==> config.mk <==
export PLATFORM = sky130hd
export DESIGN_NAME = sort_mem_responder_flat
export DESIGN_NICKNAME = d
export VERILOG_FILES = /design/src/rtl/sort_mem_responder_if.sv /design/src/rtl/sort_mem_responder.sv /design/src/flat_wrapper.sv
export SDC_FILE = /design/constraint.sdc
export NUM_CORES = 1
export LEC_CHECK = 0
export BUFFER_PORTS_ARGS = -buffer_cell sky130_fd_sc_hd__buf_2
export CAP_MARGIN = 25
export CORE_MARGIN = 4
export CORE_UTILIZATION = 33
export DETAILED_ROUTE_END_ITERATION = 10
export MAX_ROUTING_LAYER = met4
export PLACE_DENSITY_LB_ADDON = 0.1
export SKIP_CTS_REPAIR_TIMING = 1
export SLEW_MARGIN = 20
export SYNTH_ARGS = -nofsm -noshare
export SYNTH_HDL_FRONTEND = slang
export SYNTH_SLANG_ARGS = --single-unit
==> constraint.sdc <==
create_clock -name clk -period 2.41 [get_ports clk]
set_input_delay 0 -clock clk [delete_from_list [all_inputs] [get_ports clk]]
set_output_delay 0 -clock clk [all_outputs]
set_load 0.02 [all_outputs]
==> src/rtl/sort_mem_responder_if.sv <==
// sort_mem_responder_if: read (AR/R) and write (AW/W/B) channels
// between the sort engine (master) and its memory (slave).
interface sort_mem_responder_if #(
    parameter int ADDR_WDTH = 4,
    parameter int DATA_WDTH = 32,
    parameter int RESP_WDTH = 1
);
    logic                 ar_valid;
    logic                 ar_ready;
    logic [ADDR_WDTH-1:0] ar_address;
    logic                 r_valid;
    logic                 r_ready;
    logic [DATA_WDTH-1:0] r_data;
    logic [RESP_WDTH-1:0] r_resp;
    logic                 aw_valid;
    logic                 aw_ready;
    logic [ADDR_WDTH-1:0] aw_address;
    logic                 w_valid;
    logic                 w_ready;
    logic [DATA_WDTH-1:0] w_data;
    logic                 b_valid;
    logic                 b_ready;
    logic [RESP_WDTH-1:0] b_resp;

    modport master (
        output ar_valid, ar_address, r_ready,
        output aw_valid, aw_address, w_valid, w_data, b_ready,
        input  ar_ready, r_valid, r_data, r_resp,
        input  aw_ready, w_ready, b_valid, b_resp
    );

    modport slave (
        input  ar_valid, ar_address, r_ready,
        input  aw_valid, aw_address, w_valid, w_data, b_ready,
        output ar_ready, r_valid, r_data, r_resp,
        output aw_ready, w_ready, b_valid, b_resp
    );
endinterface

==> src/rtl/sort_mem_responder.sv <==
// sort_mem_responder: array memory behind the sort engine's AR/R + AW/W/B port.
// Optional SORT_MEM_RESP_ERR_EN: out-of-range (>= arr_size) accesses return ERROR.
module sort_mem_responder #(
    parameter int ADDR_WDTH = 4,
    parameter int DATA_WDTH = 32,
    parameter int RESP_WDTH = 1,
    parameter int READ_LAT  = 2
) (
    input  logic                 clk,
    input  logic                 rst,
    input  logic [ADDR_WDTH-1:0] arr_size,
    sort_mem_responder_if.slave  bus
);
    localparam int DEPTH = 1 << ADDR_WDTH;
    localparam int LAT_W = 4;

    typedef enum logic [1:0] {R_IDLE, R_WAIT, R_RESP} rd_state_t;
    typedef enum logic       {W_IDLE, W_RESP} wr_state_t;

    logic [DATA_WDTH-1:0] mem [DEPTH];

    rd_state_t            rd_state;
    logic [LAT_W-1:0]     lat_cnt;
    logic [ADDR_WDTH-1:0] ar_addr_q;
    logic [ADDR_WDTH-1:0] rd_addr;
    logic                 rd_err;

    wr_state_t            wr_state;
    logic                 aw_got;
    logic                 w_got;
    logic [ADDR_WDTH-1:0] aw_addr_q;
    logic [DATA_WDTH-1:0] w_data_q;
    logic                 aw_hs;
    logic                 w_hs;
    logic [ADDR_WDTH-1:0] wr_addr;
    logic [DATA_WDTH-1:0] wr_data;
    logic                 wr_err;

    // With READ_LAT=1 the sample happens on the AR handshake edge itself.
    assign rd_addr = (rd_state == R_IDLE) ? bus.ar_address : ar_addr_q;

    assign aw_hs   = bus.aw_valid && bus.aw_ready;
    assign w_hs    = bus.w_valid && bus.w_ready;
    assign wr_addr = aw_hs ? bus.aw_address : aw_addr_q;
    assign wr_data = w_hs ? bus.w_data : w_data_q;

`ifdef SORT_MEM_RESP_ERR_EN
    assign rd_err = (rd_addr >= arr_size);
    assign wr_err = (wr_addr >= arr_size);
`else
    logic unused_arr_size;
    assign unused_arr_size = ^arr_size;
    assign rd_err = 1'b0;
    assign wr_err = 1'b0;
`endif

    always_ff @(posedge clk) begin
        if (rst) begin
            rd_state     <= R_IDLE;
            lat_cnt      <= '0;
            ar_addr_q    <= '0;
            bus.ar_ready <= 1'b0;
            bus.r_valid  <= 1'b0;
            bus.r_data   <= '0;
            bus.r_resp   <= '0;
        end else begin
            unique case (rd_state)
                R_IDLE: begin
                    if (bus.ar_valid && bus.ar_ready) begin
                        ar_addr_q    <= bus.ar_address;
                        bus.ar_ready <= 1'b0;
                        lat_cnt      <= LAT_W'(READ_LAT - 1);
                        if (READ_LAT == 1) begin
                            bus.r_valid <= 1'b1;
                            bus.r_data  <= rd_err ? '0 : mem[rd_addr];
                            bus.r_resp  <= RESP_WDTH'(rd_err);
                            rd_state    <= R_RESP;
                        end else begin
                            rd_state <= R_WAIT;
                        end
                    end else begin
                        bus.ar_ready <= 1'b1;
                    end
                end
                R_WAIT: begin
                    if (lat_cnt == LAT_W'(1)) begin
                        bus.r_valid <= 1'b1;
                        bus.r_data  <= rd_err ? '0 : mem[rd_addr];
                        bus.r_resp  <= RESP_WDTH'(rd_err);
                        rd_state    <= R_RESP;
                    end
                    lat_cnt <= lat_cnt - LAT_W'(1);
                end
                R_RESP: begin
                    if (bus.r_ready) begin
                        bus.r_valid  <= 1'b0;
                        bus.ar_ready <= 1'b1;
                        rd_state     <= R_IDLE;
                    end
                end
                default: rd_state <= R_IDLE;
            endcase
        end
    end

    always_ff @(posedge clk) begin
        if (rst) begin
            wr_state     <= W_IDLE;
            aw_got       <= 1'b0;
            w_got        <= 1'b0;
            aw_addr_q    <= '0;
            w_data_q     <= '0;
            bus.aw_ready <= 1'b0;
            bus.w_ready  <= 1'b0;
            bus.b_valid  <= 1'b0;
            bus.b_resp   <= '0;
            for (int i = 0; i < DEPTH; i++) mem[i] <= '0;
        end else begin
            unique case (wr_state)
                W_IDLE: begin
                    if (aw_hs) aw_addr_q <= bus.aw_address;
                    if (w_hs)  w_data_q  <= bus.w_data;
                    if ((aw_got || aw_hs) && (w_got || w_hs)) begin
                        if (!wr_err) mem[wr_addr] <= wr_data;
                        bus.b_valid  <= 1'b1;
                        bus.b_resp   <= RESP_WDTH'(wr_err);
                        bus.aw_ready <= 1'b0;
                        bus.w_ready  <= 1'b0;
                        aw_got       <= 1'b0;
                        w_got        <= 1'b0;
                        wr_state     <= W_RESP;
                    end else begin
                        aw_got       <= aw_got || aw_hs;
                        w_got        <= w_got || w_hs;
                        bus.aw_ready <= !(aw_got || aw_hs);
                        bus.w_ready  <= !(w_got || w_hs);
                    end
                end
                W_RESP: begin
                    if (bus.b_ready) begin
                        bus.b_valid  <= 1'b0;
                        bus.aw_ready <= 1'b1;
                        bus.w_ready  <= 1'b1;
                        wr_state     <= W_IDLE;
                    end
                end
                default: wr_state <= W_IDLE;
            endcase
        end
    end
endmodule

==> src/flat_wrapper.sv <==
// flat-port wrapper written by rule: the top's interface ports become plain ports
module sort_mem_responder_flat 
#(
    parameter int ADDR_WDTH = 4,
    parameter int DATA_WDTH = 32,
    parameter int RESP_WDTH = 1,
    parameter int READ_LAT  = 2
)
  (clk, rst, arr_size, bus_ar_valid, bus_ar_address, bus_r_ready, bus_aw_valid, bus_aw_address, bus_w_valid, bus_w_data, bus_b_ready, bus_ar_ready, bus_r_valid, bus_r_data, bus_r_resp, bus_aw_ready, bus_w_ready, bus_b_valid, bus_b_resp);
  sort_mem_responder_if #(.ADDR_WDTH(ADDR_WDTH), .DATA_WDTH(DATA_WDTH), .RESP_WDTH(RESP_WDTH)) bus_i ();
  input  logic clk;
  input  logic rst;
  input  logic [ADDR_WDTH-1:0] arr_size;
  input wire logic [$bits(bus_i.ar_valid)-1:0] bus_ar_valid;
  input wire logic [$bits(bus_i.ar_address)-1:0] bus_ar_address;
  input wire logic [$bits(bus_i.r_ready)-1:0] bus_r_ready;
  input wire logic [$bits(bus_i.aw_valid)-1:0] bus_aw_valid;
  input wire logic [$bits(bus_i.aw_address)-1:0] bus_aw_address;
  input wire logic [$bits(bus_i.w_valid)-1:0] bus_w_valid;
  input wire logic [$bits(bus_i.w_data)-1:0] bus_w_data;
  input wire logic [$bits(bus_i.b_ready)-1:0] bus_b_ready;
  output wire logic [$bits(bus_i.ar_ready)-1:0] bus_ar_ready;
  output wire logic [$bits(bus_i.r_valid)-1:0] bus_r_valid;
  output wire logic [$bits(bus_i.r_data)-1:0] bus_r_data;
  output wire logic [$bits(bus_i.r_resp)-1:0] bus_r_resp;
  output wire logic [$bits(bus_i.aw_ready)-1:0] bus_aw_ready;
  output wire logic [$bits(bus_i.w_ready)-1:0] bus_w_ready;
  output wire logic [$bits(bus_i.b_valid)-1:0] bus_b_valid;
  output wire logic [$bits(bus_i.b_resp)-1:0] bus_b_resp;
  assign bus_i.ar_valid = bus_ar_valid;
  assign bus_i.ar_address = bus_ar_address;
  assign bus_i.r_ready = bus_r_ready;
  assign bus_i.aw_valid = bus_aw_valid;
  assign bus_i.aw_address = bus_aw_address;
  assign bus_i.w_valid = bus_w_valid;
  assign bus_i.w_data = bus_w_data;
  assign bus_i.b_ready = bus_b_ready;
  assign bus_ar_ready = bus_i.ar_ready;
  assign bus_r_valid = bus_i.r_valid;
  assign bus_r_data = bus_i.r_data;
  assign bus_r_resp = bus_i.r_resp;
  assign bus_aw_ready = bus_i.aw_ready;
  assign bus_w_ready = bus_i.w_ready;
  assign bus_b_valid = bus_i.b_valid;
  assign bus_b_resp = bus_i.b_resp;
  sort_mem_responder #(.ADDR_WDTH(ADDR_WDTH), .DATA_WDTH(DATA_WDTH), .RESP_WDTH(RESP_WDTH), .READ_LAT(READ_LAT)) u_core (.clk(clk), .rst(rst), .arr_size(arr_size), .bus(bus_i));
endmodule
==> summary.txt, run 1 <==
Drt
  – Drt first pass iters: 5
  – Drc violations: 0
  – Post-Route WL: 90.50 mm
  – Drt wl/cell: 25.54 um
  – Final ANT Viol Nets: 0
  – Vias per cell: 5.367
  – Vias: 19017
  – Initial DRC count: 1691

Placement
  – Routability Congestion: 0.8022
  – Placed inst area: 29110 um^2
  – Final HPWL DP: 53.66 mm
  – Placed Instances: 3363
  – Worst slack, placed: -0.1073 ns
  – Port Buffers: 83

Setup path
  – Type of origin of the critical path: flip-flop
  – Slowest CP cell: o41ai_1
  – Critical path required time: 2.96 ns
  – CP cell instances: or3b_4, nand2_8, buf_12, buf_4, a211oi_1, o41ai_1, o211a_1
  – CP arrival: 2.93 ns
  – Critical path type: flip-flop to flip-flop
  – Slowest stage delay, CP: 0.52 ns
  – Worst path top cell family by delay: compound AO/OA/AOI/OAI gates
  – CP Capture Type: flip-flop
  – Largest fanout on the critical path: 39
  – Buf+Inv Stages, Crit Path: 2

Logic synthesis
  – Mean Syn Cell Area: 11.58 um^2
  – Yosys reg bits: 598
  – Synth cell count leaders: nor2_1, edfxtp_1, and3_1, a211oi_1, clkbuf_1
  – Ys async rst share: 0
  – Synth unique cells: 45
  – Seq/Total Area, Yosys: 0.6531
  – Yosys top cell area share: 0.5873
  – Post-synth top area cell: edfxtp_1
  – Primary FF master, synth: edfxtp_1
  – Syn Std Cell Area: 26180 um^2
  – Most frequent cell after synthesis: nor2_1
  – Top cells by area, synth: edfxtp_1, nor2_1, dfxtp_1
  – EDFF count, synth: 512
  – Yosys warns: 0
  – Synth Instances: 2260

Status
  – Status: finished, final reports clean

Die
  – Die height: 289.7 um
  – Initial Util: 0.3324
  – Core box area: 78740 um^2
  – Die X: 289.7 um
  – Cell Rows: 103
  – Total die area: 83900 um^2
  – I/O pin count: 90

Timing
  – Setup TNS: 0 ns
  – Final Cycle Share: 0.9898
  – Final WS setup: 0.02456 ns
  – Final Hold Fails: 0
  – WHS: 0.1875 ns
  – Setup violators final: 0
  – Unrepaired setup endpoints after global routing: false
  – Worst-Margin Slew: 0.7738 ns
  – Highest Clock Rate: 419.2 MHz
  – Final Critical Period: 2.385 ns
  – Skew final: 0.02751 ns
  – Final Max Tran Viols: 0
  – Slew headroom: 0.4841

Global routing
  – Grt total ovfl: 0
  – Vias in the first global route: 18758
  – Largest net degree at the start of global routing: 69
  – GRT Util Overall: 0.2196
  – Initial antenna violation count: 0
  – Global-route wire length before repair: 130.2 mm

Clocking
  – CTS max path bufs: 3
  – CTS Sinks: 598
  – Root buf cell: clkbuf_16
  – Clock Latency Late Sink: 0.61 ns
  – TritonCTS clock tree: done
  – CTS Buf Count: 70
  – Clock slew at reported path FFs: 0.06 ns
  – Number of H-tree levels: 3

Power
  – Pwr dens: 784.6 nW/um^2
  – Maximum vdd drop: 0.0004599 V
  – LEAKAGE: 11.87 nW

Min path
  – Hold Crit Class: input port to flip-flop

Layout
  – Post-layout net count: 2487
  – Fillers: 7470
  – Final std cells w/o fill: 3543
  – Syn-to-layout area delta: 21.84%
  – Share of layout cells above drive strength 1: 0.1722
  – Post-route cell area: 31900 um^2

Flow run
  – Max-cap viol count: 0
-- worst paths after layout --
path                                                            to  cells after the start                       startpoint  slack, ns
worst max register to register  u_core.bus.r_data[20]$_SDFFE_PP0P_                      7  u_core.rd_state[1]$_SDFFE_PP0P_       0.02
worst min-delay path              u_core.w_data_q[21]$_SDFFE_PP0N_                      4                   bus_w_data[21]       0.19
worst min register to register     u_core.w_data_q[4]$_SDFFE_PP0N_                      2  u_core.w_data_q[4]$_SDFFE_PP0N_       0.45
worst max-delay path            u_core.bus.r_data[20]$_SDFFE_PP0P_                      7  u_core.rd_state[1]$_SDFFE_PP0P_       0.02
-- power by group --
group / leakage [nW] / internal (W) / switching (W)
combinational: 4.80 / 0.00106 / 0.00191
sequential: 5.99 / 0.0116 / 0.000136
clock: 1.09 / 0.00608 / 0.00425
total: 11.9 / 0.0187 / 0.00630
-- registers in the layout, indices dropped and copies added (netlist names), 2 cells and up --
name               flops
u_core.ar_addr_q       4
u_core.w_data_q       32
u_core.rd_state        2
u_core.mem           512
u_core.aw_addr_q       4
u_core.lat_cnt         4
u_core.bus.r_data     32
-- metrics by stage --
step | power, W | util
final | 0.02502 | 0.4051
after global routing | 0.02588 | 0.4050
after detailed placement | 0.01483 | 0.3697
after global placement | 0.01480 | 0.3697
after floorplan | 0.01342 | -
after CTS | 0.02520 | 0.3981
-- cells in the final DEF (no fill, tap or decap), types with 6 or more instances in the layout --
cell type	count
a2111oi_0	9
a2111oi_1	7
a2111oi_2	16
a211oi_1	224
a21oi_1	49
and3_1	225
buf_12	48
buf_2	82
buf_4	143
clkbuf_1	28
clkbuf_16	75
clkbuf_8	8
clkinv_2	11
dfxtp_1	86
dlygate4sd3_1	49
edfxtp_1	512
inv_1	6
mux2i_1	65
nand2_1	93
nand2_2	10
nand2b_2	16
nand3_1	6
nand3b_1	8
nor2_1	591
nor3_1	8
o211a_1	32
o21ai_0	6
o41ai_1	31
-- final cells by class --
| type | count | area, um^2 | area share |
|---|---|---|---|
| clock inverter | 19 | 143.9 | 0.004511 |
| clock buffer | 111 | 2092 | 0.06559 |
| inverter | 6 | 22.52 | 0.0007061 |
| tap | 1050 | 1314 | 0.04119 |
| timing repair buffer | 322 | 2935 | 0.09203 |
| antenna | 1 | 2.502 | 0.00007846 |
| multi-input combinational | 1436 | 8289 | 0.2599 |
| sequential | 598 | 17100 | 0.5360 |
-- logic make-up after synthesis --
logic type	Yosys count	share of synthesized area
AOI/OAI and AO/OA	388	0.1163
DFF	598	0.6531
other	1	0.0001433
and+or+nand+nor	975	0.1668
xor gates and xnor gates	3	0.001004
buffers and inverters	227	0.03647
adders and majority gates	2	0.0009558
muxes	66	0.02528
-- tightest hold or removal path: cells and delay by family --
| family | cells | cell delay (ns) |
|---|---|---|
| simple gates | 1 | 0.05 |
| buf+inv | 2 | 0.64 |
| compound gates | 1 | 0.05 |
-- metal layers --
layer,up-vias,track usage,wire length (um)
met5,-,-,0
met4,0,0.05175,1510
met3,108,0.03200,5052
met2,543,0.3428,42360
met1,9711,0.3046,41580
li1,8655,-,-
Power figures use the tool's default switching activity.
==> run 2, diff against run 1 <==
- REMOVE_ABC_BUFFERS: not set -> 1
==> summary.txt, run 2 (synthesis results as in run 1) <==
Drt
  – Drt wl/cell: 25.75 um (was 25.54 um)
  – Post-Route WL: 90.69 mm (was 90.50 mm)
  – Drt first pass iters: 5 (unchanged)
  – Final ANT Viol Nets: 0 (unchanged)
  – Vias per cell: 5.360 (was 5.367)
  – Initial DRC count: 1736 (was 1691)
  – Vias: 18877 (was 19017)
  – Drc violations: 0 (unchanged)

Placement
  – Port Buffers: 83 (unchanged)
  – Worst slack, placed: -0.2800 ns (was -0.1073 ns)
  – Routability Congestion: 0.7792 (was 0.8022)
  – Final HPWL DP: 49.66 mm (was 53.66 mm)

Clocking
  – CTS Sinks: 598 (unchanged)
  – TritonCTS clock tree: done (unchanged)
  – Clock Latency Late Sink: 0.61 ns (about the same)
  – CTS Buf Count: 71 (was 70)
  – Clock slew at reported path FFs: 0.06 ns (about the same)
  – Root buf cell: clkbuf_16 (unchanged)
  – CTS max path bufs: 3 (unchanged)
  – Number of H-tree levels: 3 (unchanged)

Setup path
  – CP Capture Type: flip-flop (unchanged)
  – Worst path top cell family by delay: compound AO/OA/AOI/OAI gates (unchanged)
  – R2R Setup Slk: 0.07 ns (was 0.02 ns)
  – Critical path type: flip-flop to flip-flop (unchanged)
  – CP cell instances: or3b_4, nand2_8, buf_12, mux2i_1, a2111oi_2, buf_4, o211a_1 (was or3b_4, nand2_8, buf_12, buf_4, a211oi_1, o41ai_1, o211a_1)
  – CP arrival: 2.89 ns (was 2.93 ns)
  – Critical path required time: 2.96 ns (about the same)
  – Buf+Inv Stages, Crit Path: 2 (unchanged)
  – Slowest stage delay, CP: 0.55 ns (was 0.52 ns)
  – Type of origin of the critical path: flip-flop (unchanged)
  – Largest fanout on the critical path: 47 (was 39)
  – FF-to-FF path depth: 7 (unchanged)
  – RR Endpoint: u_core.bus.r_data[8]$_SDFFE_PP0P_ (was u_core.bus.r_data[20]$_SDFFE_PP0P_)
  – Slowest CP cell: a2111oi_2 (was o41ai_1)
  – Reg2reg start: u_core.rd_state[1]$_SDFFE_PP0P_ (unchanged)

Global routing
  – Vias in the first global route: 18732 (was 18758)
  – GRT Util Overall: 0.2193 (was 0.2196)
  – Initial antenna violation count: 2 (was 0)
  – Global-route wire length before repair: 129.7 mm (was 130.2 mm)
  – Largest net degree at the start of global routing: 98 (was 69)
  – Grt total ovfl: 0 (unchanged)

Die
  – Core box area: 78740 um^2 (unchanged)
  – I/O pin count: 90 (unchanged)
  – Initial Util: 0.3324 (unchanged)
  – Total die area: 83900 um^2 (unchanged)
  – Die height: 289.7 um (unchanged)
  – Cell Rows: 103 (unchanged)
  – Die X: 289.7 um (unchanged)

Power
  – LEAKAGE: 11.85 nW (was 11.87 nW)
  – Pwr dens: 788.0 nW/um^2 (was 784.6 nW/um^2)
  – Maximum vdd drop: 0.0004869 V (was 0.0004599 V)
  – Tot Pwr: 0.02514 W (was 0.02502 W)

Layout
  – Most frequent cells in the layout: nor2_1, edfxtp_1, and3_1, a211oi_1, buf_4 (unchanged)
  – Largest regs: u_core.mem x512, u_core.bus.r_data x32, u_core.w_data_q x32 (unchanged)
  – Largest register FFs: 512 (unchanged)
  – Syn-to-layout area delta: 21.89% (was 21.84%)
  – Share of layout cells above drive strength 1: 0.1700 (was 0.1722)
  – Commonest non-fill, non-tap cell in the layout: nor2_1 (unchanged)
  – Fillers: 7476 (was 7470)
  – Biggest register: u_core.mem (unchanged)
  – Final core utilization: 0.4052 (was 0.4051)
  – Post-layout net count: 2465 (was 2487)

Timing
  – Final Max Tran Viols: 0 (unchanged)
  – Highest Clock Rate: 427.8 MHz (was 419.2 MHz)
  – Final Cycle Share: 0.9700 (was 0.9898)
  – Final Hold Fails: 0 (unchanged)
  – Final Critical Period: 2.338 ns (was 2.385 ns)
  – Worst-Margin Slew: 0.6889 ns (was 0.7738 ns)
  – Unrepaired setup endpoints after global routing: true (was false)
  – Final WS setup: 0.07225 ns (was 0.02456 ns)
  – Slew headroom: 0.5407 (was 0.4841)
  – Setup violators final: 0 (unchanged)
  – Skew final: 0.02370 ns (was 0.02751 ns)

Min path
  – Hold Crit Class: input port to flip-flop (unchanged)
  – Hold path depth: 3 (was 4)
  – WHS Endpoint: u_core.rd_state[1]$_SDFFE_PP0P_ (was u_core.w_data_q[21]$_SDFFE_PP0N_)
  – Hold wc startpoint: rst (was bus_w_data[21])

Flow run
  – Max-cap viol count: 0 (unchanged)

Status
  – Status: finished, final reports clean (unchanged)
[run 2: cell type report]
class / instances / area (um^2) / area share
Clock inverter: 28 / 229.0 / 0.007176
Multi-Input combinational cell: 1436 / 8337 / 0.2613
Tap cell: 1050 / 1314 / 0.04117
Clock buffer: 104 / 2057 / 0.06447
Antenna cell: 1 / 2.502 / 0.00007843
Timing Repair Buffer: 299 / 2848 / 0.08925
Inverter: 6 / 22.52 / 0.0007058
Sequential cell: 598 / 17100 / 0.5359
[run 2: report_power, final]
| group | switching, W | total [W] | internal [W] |
|---|---|---|---|
| registers | 0.000131 | 0.0117 | 0.0116 |
| clock network | 0.00431 | 0.0106 | 0.00626 |
| logic | 0.00186 | 0.00287 | 0.00100 |
[run 2: stage by stage]
stage / instances / hold WS (ns) / cell area [um^2] / setup TNS [ns]
after floorplan: 2040 / 0.06907 / 25250 / -641.10
after global placement: 3337 / 0.2506 / 28980 / -0.9898
after detailed placement: 3337 / 0.2569 / 28980 / -1.211
after CTS: 3469 / -0.4034 / 31270 / -1.471
after global routing: 3522 / 0.06493 / 31910 / -0.004378
final: 3522 / 0.03873 / 31910 / 0
[run 2: worst max path at each step]
stage / from / end / slack (ns) / cells after the start
floorplan: u_core.rd_state[1]$_SDFFE_PP0P_ / u_core.bus.r_data[0]$_SDFFE_PP0P_ / -4.17 / 5
global placement: u_core.rd_state[1]$_SDFFE_PP0P_ / u_core.bus.r_data[22]$_SDFFE_PP0P_ / -0.28 / 7
detailed placement: u_core.rd_state[1]$_SDFFE_PP0P_ / u_core.bus.r_data[8]$_SDFFE_PP0P_ / -0.28 / 7
CTS: u_core.rd_state[1]$_SDFFE_PP0P_ / u_core.bus.r_data[8]$_SDFFE_PP0P_ / -0.32 / 7
global route: u_core.rd_state[1]$_SDFFE_PP0P_ / u_core.bus.r_data[8]$_SDFFE_PP0P_ / -0.004 / 7
finish: u_core.rd_state[1]$_SDFFE_PP0P_ / u_core.bus.r_data[8]$_SDFFE_PP0P_ / 0.07 / 7
[run 2: worst reg2reg max path, stage by stage, from the launching register on]
cell and delay [ns]:
dfxtp_2 0.35, or3b_4 0.48, nand2_8 0.16, buf_12 0.26
mux2i_1 0.18, a2111oi_2 0.55, buf_4 0.19, o211a_1 0.12
[run 2: routing by layer]
metal	GRT usage	routed length, um	up-vias
met5	-	0	-
met4	0.05554	2000	0
met3	0.03498	5156	127
met2	0.3435	42340	554
met1	0.2997	41190	9589
li1	-	-	8607
